## config.mk

```make
export PLATFORM = sky130hd
export DESIGN_NAME = uart_rx_fifo
export DESIGN_NICKNAME = d
export VERILOG_FILES = /design/src/rtl/uart_rx_fifo.sv
export SDC_FILE = /design/constraint.sdc
export NUM_CORES = 1
export LEC_CHECK = 0
export ABC_AREA = 1
export CORE_MARGIN = 4
export CORE_UTILIZATION = 53
export CTS_CLUSTER_SIZE = 10
export DETAILED_ROUTE_END_ITERATION = 8
export HOLD_SLACK_MARGIN = 0.05
export PLACE_DENSITY = 0.8
export SYNTH_ARGS = -nofsm -noshare
export SYNTH_HDL_FRONTEND = slang
export SYNTH_SLANG_ARGS = --single-unit
```

## constraint.sdc

```tcl
create_clock -name clk -period 1.93 [get_ports clk]
set_clock_uncertainty 0.05 [all_clocks]
set_input_delay 0.386 -clock clk [delete_from_list [all_inputs] [get_ports clk]]
set_output_delay 0.386 -clock clk [all_outputs]
set_load 0.005 [all_outputs]
```

## src/rtl/uart_rx_fifo.sv

```systemverilog
`default_nettype none
// ============================================================================
//  Module      : uart_rx_fifo
//  Description : Byte buffer between uart_rx and uart_tx in the RS-485
//                loopback path. It drops framing-error bytes and counts them,
//                queues good bytes in a FIFO, and drains the FIFO into
//                uart_tx using the transmitter's busy/done handshake.
//  Revision    : 1.0 - initial release
// ============================================================================
module uart_rx_fifo #(
    parameter int WIDTH = 8,
    parameter int DEPTH = 16
) (
    input  logic                     clk,
    input  logic                     rst,
    // Receiver side
    input  logic [WIDTH-1:0]         rx_data,
    input  logic                     rx_done,
    input  logic                     frame_error,
    // Transmitter side
    input  logic                     tx_busy,
    input  logic                     tx_done,
    output logic                     tx_start,
    output logic [WIDTH-1:0]         tx_data,
    // Status
    output logic [$clog2(DEPTH):0]   level,
    output logic                     overflow,
    output logic [7:0]               err_cnt
);

    localparam int c_ADDR_W = $clog2(DEPTH);
    localparam int c_LVL_W  = c_ADDR_W + 1;

    localparam logic [c_LVL_W-1:0]  c_FULL_LEVEL = c_LVL_W'(DEPTH);
    localparam logic [c_LVL_W-1:0]  c_LVL_ONE    = c_LVL_W'(1);
    localparam logic [c_ADDR_W-1:0] c_PTR_ONE    = c_ADDR_W'(1);
    localparam logic [7:0]          c_ERR_MAX    = 8'hFF;

    // The pointers wrap by natural binary overflow, which only matches the
    // array size when DEPTH is a power of two.
    generate
        if ((DEPTH < 2) || ((DEPTH & (DEPTH - 1)) != 0)) begin : g_depth_check
            $error("uart_rx_fifo: DEPTH must be a power of two and at least 2");
        end
    endgenerate

    // ------------------------------------------------------------------------
    //  Transmit-side state machine encoding
    // ------------------------------------------------------------------------
    typedef enum logic [0:0] {
        ST_IDLE = 1'b0,   // ready to launch the next byte
        ST_WAIT = 1'b1    // byte launched, waiting for uart_tx to finish
    } state_t;

    state_t                  r_state;
    state_t                  w_state_nxt;

    // ------------------------------------------------------------------------
    //  Storage and bookkeeping registers
    // ------------------------------------------------------------------------
    logic [WIDTH-1:0]        r_mem [DEPTH];
    logic [c_ADDR_W-1:0]     r_wr_ptr;
    logic [c_ADDR_W-1:0]     r_rd_ptr;
    logic [c_LVL_W-1:0]      r_level;
    logic                    r_overflow;
    logic [7:0]              r_err_cnt;
    logic                    r_tx_start;
    logic [WIDTH-1:0]        r_tx_data;

    // ------------------------------------------------------------------------
    //  Combinational qualifiers
    // ------------------------------------------------------------------------
    logic                    w_full;
    logic                    w_not_empty;
    logic                    w_good_byte;
    logic                    w_launch;
    logic                    w_pop;
    logic                    w_push;
    logic                    w_drop;
    logic                    w_ferr;

    assign w_full      = (r_level == c_FULL_LEVEL);
    assign w_not_empty = (r_level != '0);

    // A pop is exactly a launch: bytes leave the FIFO only when handed to
    // uart_tx, so the FIFO can never underflow.
    assign w_pop       = w_launch;

    assign w_good_byte = rx_done & ~frame_error;
    // A full FIFO still accepts a byte on the edge that frees a slot.
    assign w_push      = w_good_byte & (~w_full | w_pop);
    assign w_drop      = w_good_byte & w_full & ~w_pop;
    assign w_ferr      = rx_done & frame_error;

    // FSM state register
    always_ff @(posedge clk) begin
        if (rst) begin
            r_state <= ST_IDLE;
        end else begin
            r_state <= w_state_nxt;
        end
    end

    // FSM next-state and launch decision
    always_comb begin
        w_state_nxt = r_state;
        w_launch    = 1'b0;
        case (r_state)
            ST_IDLE: begin
                if (w_not_empty && !tx_busy) begin
                    w_launch    = 1'b1;
                    w_state_nxt = ST_WAIT;
                end
            end
            ST_WAIT: begin
                // A tx_done seen in IDLE (e.g. from a frame launched before
                // a reset) is simply ignored by the IDLE branch.
                if (tx_done) begin
                    w_state_nxt = ST_IDLE;
                end
            end
            default: begin
                w_state_nxt = ST_IDLE;
            end
        endcase
    end

    // Byte storage; contents are don't-care until written, so no reset
    always_ff @(posedge clk) begin
        if (w_push) begin
            r_mem[r_wr_ptr] <= rx_data;
        end
    end

    // Write/read pointers and occupancy tracking
    always_ff @(posedge clk) begin
        if (rst) begin
            r_wr_ptr <= '0;
            r_rd_ptr <= '0;
            r_level  <= '0;
        end else begin
            if (w_push) begin
                r_wr_ptr <= r_wr_ptr + c_PTR_ONE;
            end
            if (w_pop) begin
                r_rd_ptr <= r_rd_ptr + c_PTR_ONE;
            end
            case ({w_push, w_pop})
                2'b10:   r_level <= r_level + c_LVL_ONE;
                2'b01:   r_level <= r_level - c_LVL_ONE;
                default: r_level <= r_level;
            endcase
        end
    end

    // Launch register: one-cycle start pulse and held output byte.
    // When full with a simultaneous push, wr_ptr equals rd_ptr; the
    // non-blocking read below still returns the older stored byte.
    always_ff @(posedge clk) begin
        if (rst) begin
            r_tx_start <= 1'b0;
            r_tx_data  <= '0;
        end else begin
            r_tx_start <= w_launch;
            if (w_launch) begin
                r_tx_data <= r_mem[r_rd_ptr];
            end
        end
    end

    // Sticky overflow flag and saturating framing-error counter
    always_ff @(posedge clk) begin
        if (rst) begin
            r_overflow <= 1'b0;
            r_err_cnt  <= '0;
        end else begin
            if (w_drop) begin
                r_overflow <= 1'b1;
            end
            if (w_ferr && (r_err_cnt != c_ERR_MAX)) begin
                r_err_cnt <= r_err_cnt + 8'd1;
            end
        end
    end

    assign tx_start = r_tx_start;
    assign tx_data  = r_tx_data;
    assign level    = r_level;
    assign overflow = r_overflow;
    assign err_cnt  = r_err_cnt;

endmodule
`default_nettype wire

```

* Yosys cells after proc, flatten, opt, wreduce, memory -nomap -nowiden
Memories as Yosys holds them, arrays and structs flattened. A register that Yosys moved wholly into a read port is not among the register bits.
Index checks and enable logic that the tools add are counted.
** Word-level totals
- Bits in registers :: 24
- Word-level logic and storage cells :: 39
- Memories :: 1
- Memory bits (writable) :: 128
- Output and inout bits :: 23
- Input bits :: 14
** Memory list
- r_mem :: words 16, width 8, read ports 1, clocked after Yosys merged registers in 1, wr ports 1, RTL line 61 : logic [WIDTH-1:0] r_mem [DEPTH];
** Operators by class
- Reductions and logical operators :: 5
- Bitwise operators :: 10
- Muxes and demuxes :: 7
- Equal/unequal tests :: 4
- $add $sub $neg :: 5
** Operator list (number)
- 5-bit case mux with 2 select lines :: 1
- 4-bit by 1-bit adder with 4-bit output, second input constant :: 2
- 8-bit by 1-bit adder with 8-bit output, second input constant :: 1
- 8-bit != test, second input constant :: 1
- 5-bit by 1-bit adder with 5-bit output, second input constant :: 1
- 1-bit bitwise AND :: 5
- 5-bit == test, second input constant :: 1
- 1-bit 2-to-1 mux :: 5
- 5-bit nonzero test :: 1
- 5-bit by 1-bit subtractor with 5-bit output, second input constant :: 1
- 1-bit inverter :: 4
- 2-bit by 1-bit == test with 1-bit output, second input constant :: 1
- 2-bit == test, second input constant :: 1
- 1-bit logical AND :: 2
- 1-bit case mux with 2 select lines :: 1
- 2-bit nonzero test :: 1
- 1-bit zero test :: 1
- 1-bit bitwise OR :: 1

* Longest topological paths before layout
Gate-level depths: netlist of run 1.
- Word-level depth :: 8
- Depth in mapped cells :: 15
- Mapped depth without buffers :: 15

* Least setup slack after synthesis of run 1
Ideal clock, no wire load.
- Path kind :: input -> register
- From :: in tx_busy
- To :: mem r_mem[3][0] (enable)
- Data arrival time :: 1.561 ns
- Required time :: 1.510 ns
- Stages on the path :: 7
- Slack :: -0.051 ns
- Setup time :: 0.370 ns
- Buffers on the path :: 0
- Cell sequence :: nor2_1 nand2_2 nand4_1 nand2_1 nor2_1 inv_1 nor2_1
** Between the ends
- Cells in the longest elaborated chain, start to end :: 8
** Ends and longest elaborated chain
- start: declaration :: RTL line 21 : input logic tx_busy,
- 1-bit zero test :: RTL line 110 : if (w_not_empty && !tx_busy) begin
- 1-bit logical AND :: RTL line 110
- 1-bit 2-to-1 mux :: RTL line 110
- 1-bit 2-to-1 mux :: RTL line 108 : case (r_state)
- 1-bit bitwise OR :: RTL line 91 : assign w_push = w_good_byte & (~w_full | w_pop);
- 1-bit bitwise AND :: RTL line 91
- 1-bit 2-to-1 mux :: RTL line 130 : if (w_push) begin
- 1-bit 2-to-1 mux (implied by the code) :: RTL line 131 : r_mem[r_wr_ptr] <= rx_data;
- end: declaration :: RTL line 61
Every way passes these cells.

* Worst setup path in the final report of run 1
- From :: reg r_level[0] (netlist: level[0])
- To :: out level[0]
** RTL lines
- start: declaration :: RTL line 64 : logic [c_LVL_W-1:0] r_level;
- start signal: assignment :: RTL line 149 : 2'b10: r_level <= r_level + c_LVL_ONE;
- start signal: assignment :: RTL line 150 : 2'b01: r_level <= r_level - c_LVL_ONE;
- start signal: assignment :: RTL line 151 : default: r_level <= r_level;
- end: declaration :: RTL line 26 : output logic [$clog2(DEPTH):0] level,
No word-level cell between the ends.

==> flow_summary_export.csv, run 1 <==
group,metric,value,unit
worst_setup_path,end_kind,"output port",
yosys,yosys_warnings,0,
flow_run,maxCapViolations,0,
yosys,synthCells,583,
yosys,yosysSeqAreaShare,0.678,
worst_hold_path,min_to,"tx_start$_SDFF_PP0_",
worst_setup_path,reg2reg_to,"tx_data[6]$_SDFFE_PP0P_",
detailed_routing,first_iter_violations,586,
pwr,pwr_density_cell,1270,mW/mm^2
die,dieArea,0.0143,sq mm
placed_design,hpwl,9.98,mm
clocking,htreeDepth,4,
global_routing,grt_pass1_wl,24.9,mm
placed_design,gp_congestion,0.904,
clocking,root_buffer,"clkbuf_16",
detailed_routing,dr.pass1.iters,6,
sta,period_needed,1.89,ns
die,dieWidth,120,um
worst_hold_path,hp-start,"tx_busy",
sta,setup_viol,0,
detailed_routing,drc,0,
clocking,cts_max_path_buffers,2,
layout,drive_above_1_share,0.181,
layout,area_delta_synth_final,24.3,%
worst_hold_path,hold_depth,5,
global_routing,grt_pass1_vias,4791,
detailed_routing,ant_nets,0,
layout,instances_no_fill,847,
placed_design,dp.cells,810,
global_routing,track_usage,0.227,
die,rows,40,
worst_setup_path,cp.required,1.49,ns
worst_setup_path,arrival,1.46,ns
sta,maxSlewViolCount,0,
worst_setup_path,worstPathMaxFanout,5,
worst_setup_path,r2r_cells,8,
placed_design,io_buffers,36,
layout,finish.utilization,0.679,
pwr,ir_drop,0.607,mV
die,pin_count,37,
layout,nNetsFinal,688,
worst_setup_path,r2r-start,"r_rd_ptr[1]$_SDFFE_PP0P_",
yosys,netlist_area,0.00662,sq mm
sta,hold_violations,0,
sta,worst_slew_pin_slew,0.669,ns
global_routing,grt_max_degree,66,
yosys,syn_avg_cell_area,11.4,sq um
sta,timing.slew.headroom,0.553,
pwr,p_leak,2.99,nW
outcome,status,"finished, final reports clean",
worst_setup_path,critPathLaunchType,"flip-flop",
layout,diodes,0,
clocking,cts_buffers,17,
clocking,cts.sinks,160,
die,fp.coreArea,0.0121,sq mm
clocking,cts_tree,"done",
detailed_routing,vias,4915,
die,start_util,0.546,
sta,max_freq,0.528,GHz
detailed_routing,wirelength,16.1,mm
detailed_routing,vias_per_cell,5.80,
worst_setup_path,r2r_slack,0.04,ns
yosys,ys_ff_latch,160,
yosys,yosys.cell_types.count,28,
global_routing,antenna_found_initial,0,
clocking,path_clk_slew,0.06,ns
clocking,insertion_delay,0.43,ns
clocking,ctsHoldBuffers,0,
detailed_routing,wire_per_inst,19.0,um
sta,min_period_over_period,0.981,
worst_setup_path,crit_type,"reg -> out",
layout,layout_commonest_cell,"edfxtp_1",
worst_hold_path,min_path_type,"in -> reg",
layout,layout_common_cells,"edfxtp_1 (128), nor2_1 (101), o21ai_0 (66)",
global_routing,grt_overflow,0,
yosys,syn-num-nets,605,
die,die_h,120,um
sta,hold_ws,0.415,ns
==> cells in the mapped netlist <==
cell / instances / area, sq um
a21oi_1: 17 / 85.1
a21oi_2: 1 / 8.76
buf_2: 6 / 30.0
buf_4: 1 / 7.51
buf_6: 7 / 78.8
clkbuf_1: 15 / 56.3
clkinv_1: 2 / 7.51
dfxtp_1: 32 / 641
edfxtp_1: 128 / 3840
ha_1: 8 / 100
inv_1: 41 / 154
inv_2: 3 / 11.3
nand2_1: 40 / 150
nand2_2: 1 / 6.26
nand3_1: 27 / 135
nand3_2: 1 / 10.0
nand4_1: 8 / 50.1
nor2_1: 111 / 417
nor2_2: 1 / 6.26
nor4_4: 1 / 21.3
o211ai_1: 29 / 218
o21a_1: 1 / 7.51
o21ai_0: 66 / 330
o21ai_1: 13 / 65.1
o221ai_1: 12 / 105
o22ai_1: 8 / 50.1
or2_2: 1 / 6.26
xnor2_1: 2 / 17.5
==> state kept, by name, summed over array words and instances (netlist names) <==
register	cells
r_wr_ptr	4
r_state	1
err_cnt	8
level	5
r_mem	128
tx_start	1
r_rd_ptr	4
overflow	1
tx_data	8
==> repair_timing <==
action / 4_1_cts / 5_1_grt
setup buffers: 0 / 5
resized for setup: 2 / 22
pin swaps: 0 / 6
endpoints found under the setup margin: 2 / 132
==> layer usage <==
layer  up-vias  track usage  wire, um
met3        43       0.0523      1300
li1       2253            -         -
met4         0        0.102       534
met1      2377        0.297      6340
met2       242        0.363      7930
met5         -            0         0
==> kinds of logic after synthesis <==
| logic type | after synthesis | synth area share |
|---|---|---|
| buffers and inverters | 75 | 0.0522 |
| xor gates and xnor gates | 2 | 0.00265 |
| and+or+nand+nor | 191 | 0.121 |
| DFF | 160 | 0.678 |
| adders and majority gates | 8 | 0.0151 |
| AOI/OAI and AO/OA | 147 | 0.131 |
==> worst max path at each step <==
stage | start | end
after floorplan | tx_busy | r_mem[15][0]$_DFFE_PP_
final | level[0]$_SDFFE_PP0P_ | level[0]
after global routing | r_rd_ptr[1]$_SDFFE_PP0P_ | tx_data[4]$_SDFFE_PP0P_
after CTS | level[1]$_SDFFE_PP0P_ | r_mem[6][5]$_DFFE_PP_
after detailed placement | tx_busy | level[2]$_SDFFE_PP0P_
after global placement | tx_busy | r_mem[2][2]$_DFFE_PP_
==> layout make-up <==
type                            instances  area (sq um)
Timing Repair Buffer                   93           866
Tap cell                              168           210
Clock buffer                           17           425
Inverter                               46           176
Fill cell                             835          3880
Sequential cell                       160          4490
Clock inverter                         15           180
Multi-Input combinational cell        348          1880
==> where the power goes <==
part           leakage, nW  switching [mW]  internal, mW
combinational         1.28            1.80          1.19
sequential            1.42           0.148          3.91
clock                0.292            1.38          2.05
total                 2.99            3.33          7.14
==> metrics by stage <==
step / power (mW) / TNS (ns) / worst slack [ns] / cell area [sq um]
global placement: 6.64 / -38.18 / -0.316 / 7500
global route: 11.0 / -0.120 / -0.0472 / 8230
floorplan: 5.71 / -3.70 / -0.0509 / 6630
finish: 10.5 / 0 / 0.0365 / 8230
CTS: 10.2 / 0 / 0.0150 / 8110
detailed placement: 6.77 / -48.53 / -0.406 / 7500
==> critical path: stages (launching register included) <==
cell	delay (ns)
dfxtp_1	0.36
buf_4	0.16
clkdlybuf4s50_1	0.51
(Power assumes the default switching activity.)
==> run 2: changes to the inputs <==
--- a/config.mk
+++ b/config.mk
@@ -12,6 +12,7 @@
 export DETAILED_ROUTE_END_ITERATION = 8
 export HOLD_SLACK_MARGIN = 0.05
 export PLACE_DENSITY = 0.8
+export SLEW_MARGIN = 25
 export SYNTH_ARGS = -nofsm -noshare
 export SYNTH_HDL_FRONTEND = slang
 export SYNTH_SLANG_ARGS = --single-unit
==> results of run 2 <==
Same layout as run 1: the final DEF is identical, and so are final timing and power.
